## src/rtl/hyperbus_pkg.sv

```systemverilog
// hyperbus_pkg: shared FSM states, command/address layout and transfer descriptor
package hyperbus_pkg;
  localparam int CsW = 4;
  typedef enum logic [2:0] {IDLE, CA, WAIT_LAT, WRITE, READ, DRAIN, HOLD, RECOVERY} state_t;
  typedef struct packed {
    logic        rw_n;
    logic        as_reg;
    logic        linear;
    logic [28:0] addr_hi;
    logic [12:0] rsvd;
    logic [2:0]  addr_lo;
  } ca_t;
  typedef struct packed {
    logic           write;
    logic           reg_space;
    logic           linear;
    logic [31:0]    addr;
    logic [15:0]    len;
    logic [CsW-1:0] cs;
  } hyper_tf_t;
  function automatic ca_t build_ca(input logic write, input logic reg_space, input logic linear,
                                   input logic [31:0] addr);
    return {~write, reg_space, linear, addr[31:3], 13'd0, addr[2:0]};
  endfunction
endpackage

```

## src/rtl/hyperbus_phy_ctrl.sv

```systemverilog
// hyperbus_phy_ctrl: transfer sequencer driving hyperbus_trx control inputs
module hyperbus_phy_ctrl
  import hyperbus_pkg::*;
#(
  parameter int NumChips     = 2,
  parameter int DrainTimeout = 16
) (
  input  logic                        clk_i,
  input  logic                        rst_ni,
  input  logic [3:0]                  cfg_latency_i,
  input  logic                        cfg_fixed_lat_i,
  input  logic [3:0]                  cfg_t_rwr_i,
  input  logic                        tf_valid_i,
  output logic                        tf_ready_o,
  input  logic                        tf_write_i,
  input  logic                        tf_reg_i,
  input  logic                        tf_linear_i,
  input  logic [31:0]                 tf_addr_i,
  input  logic [15:0]                 tf_len_i,
  input  logic [$clog2(NumChips)-1:0] tf_cs_i,
  input  logic [15:0]                 wdata_i,
  input  logic [1:0]                  wstrb_i,
  input  logic                        wvalid_i,
  output logic                        wready_o,
  output logic [15:0]                 rdata_o,
  output logic                        rvalid_o,
  output logic                        rlast_o,
  output logic                        resp_valid_o,
  output logic                        resp_error_o,
  output logic                        trx_clk_ena_o,
  output logic [NumChips-1:0]         trx_cs_o,
  output logic                        trx_cs_ena_o,
  output logic                        trx_rwds_sample_ena_o,
  output logic [15:0]                 trx_tx_data_o,
  output logic                        trx_tx_data_oe_o,
  output logic [1:0]                  trx_tx_rwds_o,
  output logic                        trx_tx_rwds_oe_o,
  output logic                        trx_rx_clk_ena_o,
  output logic                        trx_rx_ready_o,
  input  logic                        trx_rwds_sample_i,
  input  logic [15:0]                 trx_rx_data_i,
  input  logic                        trx_rx_valid_i
);
  state_t    state, state_n;
  hyper_tf_t tf_q;
  ca_t       ca;
  logic [15:0] cnt, cnt_ld;
  logic [16:0] rcnt, rcnt_n;
  logic [4:0]  lat_tot;
  logic        cnt_z, rx_acc, rx_done, err_q, first_q;
  assign ca      = build_ca(tf_q.write, tf_q.reg_space, tf_q.linear, tf_q.addr);
  assign cnt_z   = cnt == '0;
  assign rx_acc  = (state == READ || state == DRAIN) && trx_rx_valid_i && rcnt <= {1'b0, tf_q.len};
  assign rcnt_n  = rcnt + 17'(rx_acc);
  assign rx_done = rcnt_n == {1'b0, tf_q.len} + 17'd1;
  assign lat_tot = (trx_rwds_sample_i | cfg_fixed_lat_i) ? {cfg_latency_i, 1'b0} : {1'b0, cfg_latency_i};
  always_ff @(posedge clk_i) state <= !rst_ni ? IDLE : state_n;
  always_comb begin
    state_n = state;
    case (state)
      IDLE:     state_n = tf_valid_i ? CA : IDLE;
      CA:       if (cnt_z) state_n = (tf_q.write && tf_q.reg_space) ? WRITE : WAIT_LAT;
      WAIT_LAT: if (cnt_z) state_n = tf_q.write ? WRITE : READ;
      WRITE:    if (cnt_z) state_n = HOLD;
      READ:     if (cnt_z) state_n = DRAIN;
      DRAIN:    if (rx_done || cnt_z) state_n = HOLD;
      HOLD:     state_n = RECOVERY;
      RECOVERY: if (cnt_z) state_n = IDLE;
      default:  state_n = IDLE;
    endcase
  end
  // one downcounter, reloaded with the length of whichever phase is entered
  always_comb
    cnt_ld = state_n == CA ? 16'd2 :
             state_n == WAIT_LAT ? 16'(lat_tot) - 16'd2 :
             (state_n == WRITE || state_n == READ) ? tf_q.len :
             state_n == DRAIN ? 16'(DrainTimeout - 1) :
             (state_n == RECOVERY && cfg_t_rwr_i != 4'd0) ? 16'(cfg_t_rwr_i - 4'd1) : 16'd0;
  always_ff @(posedge clk_i) begin
    if (!rst_ni) begin
      cnt     <= '0;
      rcnt    <= '0;
      tf_q    <= '0;
      err_q   <= 1'b0;
      first_q <= 1'b0;
    end else begin
      cnt     <= state_n == state ? cnt - 16'd1 : cnt_ld;
      rcnt    <= state == IDLE ? '0 : rcnt_n;
      first_q <= state == HOLD;
      if (state == IDLE && tf_valid_i) begin
        tf_q  <= '{write: tf_write_i, reg_space: tf_reg_i, linear: tf_linear_i,
                   addr: tf_addr_i, len: tf_len_i, cs: CsW'(tf_cs_i)};
        err_q <= 1'b0;
      end else if ((state == WRITE && !wvalid_i) || (state == DRAIN && cnt_z && !rx_done)) begin
        err_q <= 1'b1;
      end
    end
  end
  always_comb begin
    tf_ready_o            = state == IDLE;
    trx_cs_ena_o          = state inside {CA, WAIT_LAT, WRITE, READ, DRAIN, HOLD};
    trx_clk_ena_o         = state inside {CA, WAIT_LAT, WRITE, READ};
    trx_cs_o              = trx_cs_ena_o ? NumChips'(1) << tf_q.cs : '0;
    trx_rwds_sample_ena_o = state == CA && cnt == 16'd1;
    trx_tx_data_oe_o      = state == CA || state == WRITE;
    trx_tx_data_o         = state == CA ? (cnt == 16'd2 ? ca[47:32] : cnt == 16'd1 ? ca[31:16] : ca[15:0]) :
                            state == WRITE ? wdata_i : '0;
    trx_tx_rwds_oe_o      = state == WRITE && !tf_q.reg_space;
    trx_tx_rwds_o         = state == WRITE ? (wvalid_i ? ~wstrb_i : 2'b11) : '0;
    trx_rx_clk_ena_o      = state == READ || state == DRAIN;
    wready_o              = state == WRITE;
    rvalid_o              = rx_acc;
    rdata_o               = rx_acc ? trx_rx_data_i : '0;
    rlast_o               = rx_acc && rcnt == {1'b0, tf_q.len};
    resp_valid_o          = state == RECOVERY && first_q;
    resp_error_o          = state == RECOVERY && first_q && err_q;
  end
  assign trx_rx_ready_o = 1'b1;
endmodule

```

## config.mk

```make
export PLATFORM = sky130hd
export DESIGN_NAME = hyperbus_phy_ctrl
export DESIGN_NICKNAME = d
export VERILOG_FILES = /design/src/rtl/hyperbus_pkg.sv /design/src/rtl/hyperbus_phy_ctrl.sv
export SDC_FILE = /design/constraint.sdc
export NUM_CORES = 1
export LEC_CHECK = 0
export ABC_AREA = 1
export BUFFER_PORTS_ARGS = -buffer_cell sky130_fd_sc_hd__buf_2
export CAP_MARGIN = 40
export CORE_UTILIZATION = 55
export DETAILED_ROUTE_END_ITERATION = 10
export PLACE_DENSITY = 0.78
export REMOVE_ABC_BUFFERS = 1
export SYNTH_ARGS = -nofsm -noshare
export SYNTH_HDL_FRONTEND = slang
export SYNTH_SLANG_ARGS = --single-unit
```

## constraint.sdc

```tcl
create_clock -name clk_i -period 7.3 [get_ports clk_i]
set_clock_uncertainty 0.05 [all_clocks]
set_input_delay 1.46 -clock clk_i [delete_from_list [all_inputs] [get_ports clk_i]]
set_output_delay 1.46 -clock clk_i [all_outputs]
set_load 0.01 [all_outputs]
```

# After elaboration in Yosys (flattened, before gate mapping)
# Cells that the tools add are included.
# W data, S select, Z words.
classes:
  n_reduce_logical: 28
  shift: 1
  n_addsub: 5
  eq_ne: 18
  bitwise: 4
  mux: 25
  order_cmp: 1
ops:
  columns: ["operator", "n"]
  rows:
  - ["$mux W16", 11]
  - ["$pmux W3 S8", 1]
  - ["$eq A3 B3 Y1 const B", 7]
  - ["$mux W3", 7]
  - ["$add A16 B1 Y17 const B", 1]
  - ["$add A17 B1 Y17", 1]
  - ["$eq A17 B16 Y1", 1]
  - ["$eq A17 B17 Y1", 1]
  - ["$le A17 B16 Y1", 1]
  - ["$eq A16 B1 Y1 const B", 1]
  - ["$eq A16 B2 Y1 const B", 1]
  - ["$logic_not A16 Y1", 1]
  - ["$sub A16 B1 Y16 const B", 1]
  - ["$logic_and A1 B1 Y1", 13]
  - ["$eq A3 B2 Y1 const B", 4]
  - ["$reduce_bool A4 Y1", 2]
  - ["$eq A3 B1 Y1 const B", 2]
  - ["$mux W2", 3]
  - ["$reduce_bool A6 Y1", 1]
  - ["$sub A5 B2 Y6 const B", 1]
  - ["$logic_or A1 B1 Y1", 5]
  - ["$mux W5", 1]
  - ["$sub A4 B1 Y5 const B", 1]
  - ["$reduce_or A2 Y1", 2]
  - ["8 further kinds", 12]
word_totals:
  inputBits: 101
  regBits: 90
  out_inout_bits: 49

# Depth between registers and ports, before layout
# Gate-level depths: netlist (run 1).
logic_depth:
  ltp_word: 17
  ltp_mapped: 38
  mapped_depth_nobuf: 36

# Worst setup path before layout (run 1)
# OpenSTA, ideal clock, no wires.
synth_path:
  path_type: "reg-to-reg"
  from: "register tf_q[6] (netlist name)"
  to: "register cnt[10]"
  path_slack_ns: 2.540
  required_time_ns: 7.111
  setup_ns: 0.139
  path_stages_with_launch: 37
  synth_period_minus_slack_ns: 4.760
  t_arrival_ns: 4.571
  cell_sequence: "dfxtp_1 inv_1 ha_1 a21oi_1 o21ai_0 a221oi_1 o21bai_1 a21oi_1 o21ai_0 nand2_1 a21oi_1 o21ai_0 nand3_1 clkbuf_1 inv_1 ha_1 ha_1 nand2_2 nor2_4 nand3_1 nand2_1 nand2_1 nand2_1 nand2_1 nor2_1 nand3_1 o21bai_2 nand2_2 nand2_4 nand2_2 nand2_1 buf_4 nand3_1 nand2_1 nand2_1 nand2_2 a21oi_2"
synth_via:
  elab_chain_cells: 15
  word_cells_on_any_way: 23
synth_rtl:
  columns: ["element", "line_no", "source"]
  rows:
  - ["start: declaration", "hyperbus_phy_ctrl.sv:45", "hyper_tf_t tf_q;"]
  - ["start signal: assignment", "hyperbus_phy_ctrl.sv:91", "tf_q <= '{write: tf_write_i, reg_space: tf_reg_i, linear: tf_linear_i,"]
  - ["$le A17 B16 Y1 *", "hyperbus_phy_ctrl.sv:53", "assign rx_acc = (state == READ || state == DRAIN) && trx_rx_valid_i && rcnt <= {1'b0, tf_q.len};"]
  - ["$logic_and A1 B1 Y1 *", "hyperbus_phy_ctrl.sv:53", null]
  - ["named net rvalid_o", "hyperbus_phy_ctrl.sv:26", "output logic rvalid_o,"]
  - ["$add A17 B1 Y17 *", "hyperbus_phy_ctrl.sv:54", "assign rcnt_n = rcnt + 17'(rx_acc);"]
  - ["$eq A17 B17 Y1 *", "hyperbus_phy_ctrl.sv:55", "assign rx_done = rcnt_n == {1'b0, tf_q.len} + 17'd1;"]
  - ["$logic_or A1 B1 Y1 *", "hyperbus_phy_ctrl.sv:66", "DRAIN: if (rx_done || cnt_z) state_n = HOLD;"]
  - ["$mux W3 *", "hyperbus_phy_ctrl.sv:66", null]
  - ["$pmux W3 S8 *", "hyperbus_phy_ctrl.sv:60", "case (state)"]
  - ["$eq A3 B3 Y1", "hyperbus_phy_ctrl.sv:78", "(state_n == RECOVERY && cfg_t_rwr_i != 4'd0) ? 16'(cfg_t_rwr_i - 4'd1) : 16'd0;"]
  - ["$logic_and A1 B1 Y1", "hyperbus_phy_ctrl.sv:78", null]
  - ["$mux W16", "hyperbus_phy_ctrl.sv:78", null]
  - ["$mux W16", "hyperbus_phy_ctrl.sv:77", "state_n == DRAIN ? 16'(DrainTimeout - 1) :"]
  - ["$mux W16", "hyperbus_phy_ctrl.sv:76", "(state_n == WRITE || state_n == READ) ? tf_q.len :"]
  - ["$mux W16", "hyperbus_phy_ctrl.sv:75", "state_n == WAIT_LAT ? 16'(lat_tot) - 16'd2 :"]
  - ["$mux W16", "hyperbus_phy_ctrl.sv:74", "cnt_ld = state_n == CA ? 16'd2 :"]
  - ["$mux W16 *", "hyperbus_phy_ctrl.sv:87", "cnt <= state_n == state ? cnt - 16'd1 : cnt_ld;"]
  - ["end signal: assignment", "hyperbus_phy_ctrl.sv:87", null]
  - ["end: declaration", "hyperbus_phy_ctrl.sv:47", "logic [15:0] cnt, cnt_ld;"]
# Mark *: on every way through the listed nets, which the timed path passes. The rest lies on a longest branch.
# A chain may end at the register's enable or synchronous reset.

# Final worst setup path (run 1)
layout_path:
  from: "register tf_q[6] (netlist name)"
  to: "register cnt[5]"
layout_via:
  elab_chain_cells: 15
  word_cells_on_any_way: 23
layout_rtl:
  columns: ["element", "line_no"]
  rows:
  - ["$le A17 B16 Y1", "hyperbus_phy_ctrl.sv:53"]
  - ["$logic_and A1 B1 Y1", "hyperbus_phy_ctrl.sv:53"]
  - ["$add A17 B1 Y17", "hyperbus_phy_ctrl.sv:54"]
  - ["$eq A17 B17 Y1 *", "hyperbus_phy_ctrl.sv:55"]
  - ["$logic_or A1 B1 Y1 *", "hyperbus_phy_ctrl.sv:66"]
  - ["$mux W3 *", "hyperbus_phy_ctrl.sv:66"]
  - ["$pmux W3 S8 *", "hyperbus_phy_ctrl.sv:60"]
  - ["$eq A3 B3 Y1", "hyperbus_phy_ctrl.sv:78"]
  - ["$logic_and A1 B1 Y1", "hyperbus_phy_ctrl.sv:78"]
  - ["$mux W16", "hyperbus_phy_ctrl.sv:78"]
  - ["$mux W16", "hyperbus_phy_ctrl.sv:77"]
  - ["$mux W16", "hyperbus_phy_ctrl.sv:76"]
  - ["$mux W16", "hyperbus_phy_ctrl.sv:75"]
  - ["$mux W16", "hyperbus_phy_ctrl.sv:74"]
  - ["$mux W16 *", "hyperbus_phy_ctrl.sv:87"]
# Mark *: on every way between the ends. The rest lies on a longest branch, timed or not.

==> impl_metrics.json, run 1 <==
{
  "status": "finished, final reports clean",
  "fillCellCount": 1189,
  "vdd_drop_max_uv": 167.5,
  "fin_crit_sh_pct": 79.72,
  "drv_slew": 0,
  "grt_overflow_total": 0,
  "synth.area.top_cells": "dfxtp_1, nand2_1, inv_1",
  "period_needed_ns": 5.819,
  "initial_core_util_pct": 56.85,
  "leakage_nw": 4.027,
  "root_buffer": "clkbuf_16",
  "port_buffers": 148,
  "syn_inst": 1138,
  "routedWlPerCell_um": 14.01,
  "synth_edf_count": 0,
  "fmax_ghz": 0.1718,
  "rows": 40,
  "synth_seq_area_share_pct": 26.17,
  "cp-end-kind": "flop",
  "crit_family": "simple AND/OR/NAND/NOR gates",
  "async_flop_share_pct": 0,
  "pwr-share-comb_pct": 49.8,
  "gp_congestion": 0.9204,
  "hold_buffers": 0,
  "vias": 7737,
  "path_common_cell": "nand2_1",
  "synth_top_family_by_area": "simple AND/OR/NAND/NOR gates",
  "netlist_top_cells_count": "nand2_1, inv_1, nor2_1",
  "area_growth_pct": 16.46,
  "ant_nets": 0,
  "finalSetupViolCount": 0,
  "drt_pass1_iterations": 5,
  "worst_pin_slew_ns": 0.7914,
  "switchingPower_mw": 1.054,
  "synth.cell_area_mm2": 0.006885,
  "max_stage_delay_ns": 0.51,
  "htree_levels": 3,
  "slew-limit-headroom_pct": 47.08,
  "worstPathArrival_ns": 6.06,
  "grt_util_met1_pct": 39.89,
  "drive_above_1_share_pct": 19.16,
  "power_density_mw_per_mm2": 282.8,
  "pwr-share-seq_pct": 28.3,
  "finalPower_mw": 2.268,
  "io_pins": 150,
  "wirelength_mm": 20.13,
  "avgSynthCellArea_um2": 6.050,
  "cts_buffers": 9,
  "clockPowerShare_pct": 21.9,
  "die-area_mm2": 0.01297,
  "synthAdderAreaFrac_pct": 4.543,
  "viasPerCell": 5.384,
  "clk_latency_ns": 0.36,
  "use_met3_pct": 6.323,
  "crit_required_ns": 7.54,
  "die_h_um": 113.9,
  "path_buf_inv": 2,
  "postCtsResizedCells": 0,
  "synth_seq_cells": 90,
  "grt_max_degree": 71,
  "hold_viol_final": 0,
  "grt_pass1_vias": 6961,
  "synthDistinctLibCells": 44,
  "synth_xor_area_share_pct": 1.145,
  "synth_mux_area_share_pct": 0,
  "grt_use_met2_pct": 51.50,
  "worstSetupStartpointType": "flop",
  "synth_ff_type": "dfxtp_1",
  "synth_most_common_cell": "nand2_1",
  "cts_sinks": 90,
  "rsz0062_at_grt": "false",
  "sw_frac_of_total_pct": 46.48,
  "clkSlewWorstSetupHoldPaths_ns": 0.07,
  "dp_hpwl_mm": 15.39,
  "cp_max_fo": 18,
  "synth_compound_area_share_pct": 16.03,
  "coreArea_mm2": 0.01211,
  "yosys.area.top_type": "dfxtp_1",
  "cts_tree": "yes",
  "clock_path_buffers": 2,
  "grt_usage_pct": 31.59,
  "post_cts_buffers": 0,
  "grt_busiest_layer": "met2",
  "tns_ns": 0,
  "min_path_type": "reg2reg",
  "synth_top_area_share_pct": 26.17,
  "yosysWarnings": 0,
  "slowest_stage": "nor2_2",
  "maxCapViolations": 0,
  "antenna_found_initial": 0,
  "synthSimpleGateAreaFrac_pct": 40.92,
  "first_iter_violations": 609,
  "critPathKind": "reg2reg",
  "layout.nets": 1389,
  "drc": 0,
  "die_w_um": 113.9,
  "grt_pass1_wl_mm": 32.49,
  "p_int_mw": 1.214
}
## logic make-up (layout without fill, tap and decap cells)
family          after synthesis  count (layout)
xor+xnor                      9               9
other cells                   1               2
flops                        90              90
compound gates              191             191
simple gates                629             629
fa+ha+maj                    25              25
buf+inv                     193             323
## worst register-to-register path: cells and delay by family, from the launching register on
kind | cells | cell delay (ns)
simple gates | 19 | 2.92
compound gates | 9 | 1.11
flops | 1 | 0.42
buf+inv | 2 | 0.32
fa+ha+maj | 3 | 0.93
## power groups by stage
stage	clock, mW	combinational (mW)	sequential (mW)
4_1_cts	0.503	1.12	0.639
6_report	0.497	1.13	0.642
2_1_floorplan	0	0.819	0.632
3_5_place_dp	0	1.11	0.650
3_3_place_gp	0	1.10	0.647
5_1_grt	0.519	1.26	0.652
## cell type report
cell class	instances	area [um2]	share of cell area [%]
Antenna cell	1	2.502	0.03121
Sequential cell	90	1802	22.47
Clock buffer	11	252.7	3.152
Inverter	155	581.8	7.255
Multi-Input combinational cell	855	4319	53.86
Clock inverter	5	60.06	0.7489
Tap cell	168	210.2	2.621
Timing Repair Buffer	152	790.8	9.861
## layer usage
metal | vias up | routed length [um]
met5 | - | 0
met2 | 302 | 9084
li1 | 3934 | -
met4 | 0 | 633
met3 | 47 | 1461
met1 | 3454 | 8953
## metrics by stage
stage          instances  setup slack (ns)  cell area, um2  hold slack (ns)  util, %
2_1_floorplan       1100             2.203            6700           0.3739        -
3_3_place_gp        1419             1.772            7676           0.3881    63.38
3_5_place_dp        1420             1.509            7704           0.3915    63.61
4_1_cts             1436             1.512            8016           0.4028    66.19
5_1_grt             1436            0.7462            8016           0.4152    66.19
6_report            1437             1.481            8019           0.4023    66.21
## path summary, 6_finish.rpt
kind                               end  cells past startpoint    start  slack [ns]
worst max-delay path            cnt[5]                     33  tf_q[6]        1.48
worst min-delay path            ca[22]                      2   ca[22]        0.40
worst max register to register  cnt[5]                     33  tf_q[6]        1.48
worst min register to register  ca[22]                      2   ca[22]        0.40
## state kept, by name, indices dropped and copies added (netlist names)
register and count:
ca 34, cnt 16, err_q 1, first_q 1
rcnt 17, state 3, tf_q 18
## cell usage in the layout (no fill, tap or decap), drive strengths merged
cell / n
o211ai: 6
clkinv: 3
buf: 152
o21ai: 71
conb: 1
xnor2: 1
a211o: 1
nand2: 363
a311oi: 1
ha: 25
a21oi: 88
clkinvlp: 1
a21o: 1
o31ai: 1
o2111ai: 1
and3: 1
inv: 155
xor2: 8
a31oi: 1
dfxtp: 90
nor3: 8
o221ai: 1
bufinv: 1
a32o: 8
o21bai: 2
nand4: 35
nand3: 89
nor2: 130
diode: 1
o21a: 1
clkbuf: 11
a221oi: 1
o22ai: 7
or2: 3
Note: power is estimated with default switching activity, not from simulation.
==> run 2: changes to the inputs <==
--- a/config.mk
+++ b/config.mk
@@ -8,9 +8,9 @@
 export ABC_AREA = 1
 export BUFFER_PORTS_ARGS = -buffer_cell sky130_fd_sc_hd__buf_2
 export CAP_MARGIN = 40
-export CORE_UTILIZATION = 55
+export CORE_UTILIZATION = 50
 export DETAILED_ROUTE_END_ITERATION = 10
-export PLACE_DENSITY = 0.78
+export PLACE_DENSITY = 0.74
 export REMOVE_ABC_BUFFERS = 1
 export SYNTH_ARGS = -nofsm -noshare
 export SYNTH_HDL_FRONTEND = slang
==> constraint.sdc (replaced) <==
create_clock -name clk_i -period 5.1 [get_ports clk_i]
set_clock_uncertainty 0.05 [all_clocks]
set_input_delay 1.02 -clock clk_i [delete_from_list [all_inputs] [get_ports clk_i]]
set_output_delay 1.02 -clock clk_i [all_outputs]
set_load 0.01 [all_outputs]
==> impl_metrics.json, run 2 (synthesized netlist as in run 1, its figures left out) <==
{
  "status": "finished, final reports clean",
  "min_path_cells": 2,
  "worst_pin_slew_ns": 0.8496,
  "grt_pass1_wl_mm": 32.41,
  "grt_pass1_vias": 6831,
  "wl_met3_mm": 1.323,
  "htree_levels": 3,
  "clock_path_buffers": 2,
  "dp_cells": 1440,
  "drv_slew": 0,
  "clkSlewWorstSetupHoldPaths_ns": 0.07,
  "worstPathArrival_ns": 4.87,
  "coreArea_mm2": 0.01335,
  "root_buffer": "clkbuf_16",
  "wl_met2_mm": 9.265,
  "critical_path_depth": 35,
  "drive_above_1_share_pct": 20.75,
  "gp_congestion": 0.9035,
  "rows": 42,
  "tns_ns": 0,
  "fmax_ghz": 0.2163,
  "rr_worst_depth": 35,
  "cts_sinks": 90,
  "worstSetupStartpointType": "flop",
  "path_common_cell": "nand2_1",
  "cts_tree": "yes",
  "vdd_drop_max_uv": 318.4,
  "clk_latency_ns": 0.36,
  "period_needed_ns": 4.622,
  "drc": 0,
  "final_cell_mix": "nand2_1, inv_1, buf_2",
  "die_w_um": 119.4,
  "finalSetupViolCount": 0,
  "initial_core_util_pct": 51.58,
  "grt_max_degree": 51,
  "critPathKind": "reg2reg",
  "die-area_mm2": 0.01424,
  "final_util_pct": 61.63,
  "drt_pass1_iterations": 5,
  "final_common_cell": "nand2_1",
  "cp_max_fo": 14,
  "crit_family": "simple AND/OR/NAND/NOR gates",
  "fin_crit_sh_pct": 90.63,
  "dp_hpwl_mm": 15.48,
  "stdcell_count": 1464,
  "sw_frac_of_total_pct": 46.45,
  "pwr-share-seq_pct": 27.6,
  "ant_nets": 0,
  "power_density_mw_per_mm2": 400.7,
  "whs_ns": 0.4036,
  "routed.top_layer": "met5",
  "antenna_found_initial": 3,
  "cts_buffers": 9,
  "area_growth_pct": 19.48,
  "clockPowerShare_pct": 21.1,
  "maxCapViolations": 0,
  "cp-end-kind": "flop",
  "min_path_type": "reg2reg",
  "layout.nets": 1408,
  "p_int_mw": 1.765,
  "first_iter_violations": 550,
  "viasPerCell": 5.237,
  "largest_reg_flops": 34,
  "grt_overflow_total": 0,
  "routedWlPerCell_um": 13.62,
  "grt_usage_pct": 28.39,
  "leakage_nw": 4.110,
  "io_pins": 150,
  "met1Wirelength_mm": 9.036,
  "path_buf_inv": 6,
  "pwr-share-comb_pct": 51.3,
  "die_h_um": 119.4,
  "hold_viol_final": 0,
  "vias": 7667,
  "crit_required_ns": 5.35,
  "slowest_stage": "dfxtp_1",
  "switchingPower_mw": 1.531,
  "slew-limit-headroom_pct": 43.19,
  "port_buffers": 148,
  "max_stage_delay_ns": 0.33,
  "wirelength_mm": 19.94
}
-- run 2: cell count changes in the layout (fill, tap and decap cells not counted), moves of 2 or more --
cell / delta
nor2_2: -3
ha_1: -2
nand2_1: -2
clkbuf_8: -2
buf_4: +18
nor2_4: +4
-- run 2: path summary, 6_finish.rpt --
kind / startpoint / slack, ns / endpoint
hold / removal: ca[42] / 0.40 / ca[42]
hold reg to reg: ca[42] / 0.40 / ca[42]
setup reg to reg: tf_q[6] / 0.48 / cnt[13]
setup / recovery: tf_q[6] / 0.48 / cnt[13]
-- run 2: per-layer routing --
layer,vias to the layer above,GRT usage [%]
li1,3967,-
met1,3444,36.52
met2,227,47.49
met3,27,6.370
met4,2,7.813
met5,-,0
-- run 2: final cells by class --
| class | instances | area (um2) |
|---|---|---|
| Clock inverter | 6 | 73.82 |
| Fill cell | 1335 | 5121 |
| Clock buffer | 10 | 229.0 |
| Multi-Input combinational cell | 855 | 4383 |
| Timing Repair Buffer | 171 | 930.9 |
| Tap cell | 176 | 220.2 |
| Antenna cell | 1 | 2.502 |
| Sequential cell | 90 | 1803 |
| Inverter | 155 | 584.3 |
-- run 2: power by group through the flow --
stage / combinational, mW / clock, mW / sequential (mW)
3_5_place_dp: 1.61 / 0 / 0.924
5_1_grt: 1.90 / 0.739 / 0.925
6_report: 1.69 / 0.696 / 0.911
2_1_floorplan: 1.17 / 0 / 0.905
3_3_place_gp: 1.60 / 0 / 0.922
4_1_cts: 1.62 / 0.710 / 0.909
-- run 2: repair_timing --
| item | 4_1_cts | 5_1_grt |
|---|---|---|
| hold endpoints to repair | 0 | 0 |
| hold buffers | 0 | 0 |
| resized for setup | 0 | 17 |
| endpoints found under the setup margin | 0 | 16 |
| setup buffers | 0 | 7 |
-- run 2: worst register-to-register path, delay by kind of cell, from the launching register on --
family	cells	cell delay (ns)
AND/OR/NAND/NOR	18	1.94
AO/OA/AOI/OAI	9	1.06
buffers and inverters	6	0.68
adder cells (fa/ha/maj)	2	0.50
flip-flops	1	0.33
-- run 2: per-stage QoR --
stage	cell area, um2	power (mW)	setup WS [ns]
2_1_floorplan	6700	2.077	0.003005
3_3_place_gp	7776	2.520	0.1984
3_5_place_dp	7804	2.533	0.03633
4_1_cts	8107	3.236	0.005319
5_1_grt	8227	3.565	-0.005703
6_report	8227	3.297	0.4778
==> run 3: changes to the inputs <==
--- a/config.mk
+++ b/config.mk
@@ -5,10 +5,9 @@
 export SDC_FILE = /design/constraint.sdc
 export NUM_CORES = 1
 export LEC_CHECK = 0
-export ABC_AREA = 1
 export BUFFER_PORTS_ARGS = -buffer_cell sky130_fd_sc_hd__buf_2
 export CAP_MARGIN = 40
-export CORE_UTILIZATION = 50
+export CORE_UTILIZATION = 49
 export DETAILED_ROUTE_END_ITERATION = 10
 export PLACE_DENSITY = 0.74
 export REMOVE_ABC_BUFFERS = 1
==> impl_metrics.json, run 3 <==
{
  "status": "finished, violations left",
  "violations": "DRC",
  "initial_core_util_pct": 51.22,
  "r2r_slack_ns": 0.28,
  "io_pins": 150,
  "fillCellCount": 1115,
  "finalSetupViolCount": 0,
  "worst_pin_slew_ns": 0.8045,
  "synth_ff_type": "dfxtp_1",
  "max_stage_delay_ns": 0.55,
  "wirelength_mm": 16.20,
  "hp-start": "ca[33]",
  "first_iter_violations": 388,
  "vdd_drop_max_uv": 161.5,
  "path_common_cell": "o21a_1",
  "cts_buffers": 9,
  "clock_path_buffers": 2,
  "min_path_type": "reg2reg",
  "die_w_um": 112.2,
  "critPathKind": "reg2reg",
  "netlist_top_cells_count": "nand2_1, dfxtp_1, a21boi_0",
  "placed_area_mm2": 0.006852,
  "largest_reg_flops": 34,
  "port_buffers": 148,
  "synth_seq_cells": 90,
  "vias": 6012,
  "htree_levels": 3,
  "synth.area.top_cells": "dfxtp_1, nand2_1, a21boi_0",
  "syn_inst": 804,
  "gp_congestion": 0.9161,
  "routed.top_layer": "met4",
  "min_to": "ca[33]",
  "crit_family": "compound AO/OA/AOI/OAI gates",
  "worstSetupStartpointType": "flop",
  "area_growth_pct": 22.15,
  "timing.rr.start": "tf_q[5]",
  "async_flop_share_pct": 0,
  "cp_cell_sequence": "inv_1 -> ha_1 -> nor2b_1 -> o21a_1 -> o21a_1 -> o21a_1 -> o21a_1 -> o21a_1 -> o21a_1 -> o21ai_2 -> ha_2 -> ha_2 -> nand3_1 -> or4_4 -> and2_1 -> o2111ai_1 -> nand4_1 -> nor4_2 -> buf_4 -> o21ai_1 -> o221ai_1 -> o211ai_1",
  "hold_viol_final": 0,
  "synthDistinctLibCells": 62,
  "rows": 39,
  "met1Wirelength_mm": 7.788,
  "leakage_nw": 2.985,
  "drv_slew": 0,
  "seq_area_mm2": 0.001802,
  "clkSlewWorstSetupHoldPaths_ns": 0.06,
  "n_antenna_cell": 0,
  "die_h_um": 112.2,
  "tns_ns": 0,
  "ant_nets": 0,
  "period_needed_ns": 4.820,
  "drive_above_1_share_pct": 22.77,
  "grt_overflow_total": 0,
  "maxCapViolations": 0,
  "crit_required_ns": 5.28,
  "synth_edf_count": 0,
  "grt_pass1_wl_mm": 26.96,
  "final_common_cell": "nand2_1",
  "coreArea_mm2": 0.01161,
  "drt_pass1_iterations": 8,
  "die-area_mm2": 0.01258,
  "cts_sinks": 90,
  "power_density_mw_per_mm2": 308.9,
  "path_buf_inv": 2,
  "worstPathArrival_ns": 5.00,
  "slew-limit-headroom_pct": 46.37,
  "fmax_ghz": 0.2075,
  "wl_met3_um": 640,
  "cp_max_fo": 4,
  "synth.cell_area_mm2": 0.005948,
  "hold_buffers": 0,
  "cts_tree": "yes",
  "regToRegEndpoint": "cnt[0]",
  "grt_max_degree": 55,
  "rsz0062_at_grt": "false",
  "min_path_cells": 2,
  "yosys.area.top_type": "dfxtp_1",
  "wl_met2_mm": 7.502,
  "grt_pass1_vias": 5460,
  "final_area_mm2": 0.007266,
  "routedWlPerCell_um": 14.96,
  "viasPerCell": 5.551,
  "multi_input_area_mm2": 0.003854,
  "yosysWarnings": 0,
  "fin_crit_sh_pct": 94.50,
  "root_buffer": "clkbuf_16",
  "dp_hpwl_mm": 12.07,
  "grt_usage_pct": 26.47,
  "layout.nets": 1061,
  "cp-end-kind": "flop",
  "worstSetupStartpoint": "tf_q[5]",
  "antenna_found_initial": 0,
  "rr_worst_depth": 22,
  "avgSynthCellArea_um2": 7.398,
  "drc": 2,
  "synth_most_common_cell": "nand2_1",
  "slowest_stage": "or4_4",
  "final_cell_mix": "nand2_1, buf_2, dfxtp_1",
  "synth_top_area_share_pct": 30.29,
  "clk_latency_ns": 0.35,
  "synth_seq_area_share_pct": 30.29
}
## run 3: changes by cell type in the layout (fill, tap and decap cells not counted), moves of 22 or more
| cell | before | now |
|---|---|---|
| nand2_2 | 26 | 1 |
| xnor2_1 | 1 | 32 |
| a21oi_1 | 77 | 35 |
| a21boi_0 | 0 | 54 |
| and2_1 | 0 | 22 |
| nand2_1 | 330 | 151 |
| nor2_1 | 111 | 50 |
| o21ai_0 | 67 | 39 |
| nand3_1 | 81 | 25 |
| inv_1 | 151 | 29 |
## run 3: what timing repair did
item                       4_1_cts  5_1_grt
setup endpoints to repair        0       19
resized for setup                0       10
setup buffers                    0        3
## run 3: where the power goes
part / total, mW / switching, mW / internal [mW] / leakage, nW
sequential: 0.873 / 0.0838 / 0.790 / 0.737
clock: 0.788 / 0.284 / 0.504 / 0.176
combinational: 0.583 / 0.325 / 0.258 / 2.07
## run 3: cells by family after synthesis
logic type                 share of synthesized area [%]
buffers and inverters                              5.637
xor gates and xnor gates                           7.005
other                                            0.06304
AOI/OAI and AO/OA                                  23.43
and+or+nand+nor                                    27.79
muxes                                             0.5259
adders and majority gates                          5.259
DFF                                                30.29
## run 3: worst max-delay path by stage
stage | cells after the start | slack [ns] | to
2_1_floorplan | 16 | -0.46 | cnt[0]
3_3_place_gp | 17 | 0.26 | cnt[11]
3_5_place_dp | 17 | 0.002 | cnt[11]
4_1_cts | 22 | 0.08 | cnt[11]
5_1_grt | 22 | 0.04 | cnt[4]
6_report | 22 | 0.28 | cnt[0]
## run 3: worst min-delay path: stages (launching register included)
cell and delay, ns:
dfxtp_1 0.31, nand2_1 0.05, a21boi_0 0.06
## run 3: area by class of cell
type	instances	share of cell area, %
Multi-Input combinational cell	631	53.04
Tap cell	143	2.463
Timing Repair Buffer	173	13.29
Clock inverter	5	1.378
Clock buffer	11	3.479
Inverter	30	1.550
Sequential cell	90	24.80
## run 3: per-stage QoR
| stage | instances | power, mW | worst slack (ns) | hold WS (ns) | utilization (%) |
|---|---|---|---|---|---|
| final | 1083 | 2.244 | 0.2803 | 0.4141 | 62.56 |
| after global routing | 1083 | 2.371 | 0.04419 | 0.4353 | 62.56 |
| after CTS | 1080 | 2.243 | 0.07595 | 0.4170 | 62.03 |
| after detailed placement | 1064 | 1.454 | 0.002053 | 0.4083 | 59.00 |
| after global placement | 1062 | 1.437 | 0.2650 | 0.4013 | 58.65 |
| after floorplan | 751 | 1.265 | -0.4586 | 0.3931 | - |
## run 3: routing by layer
layer | up-vias | global-route usage (%)
met4 | 0 | 8.978
met1 | 2765 | 37.40
li1 | 3086 | -
met5 | - | 0
met3 | 19 | 3.024
met2 | 142 | 41.95
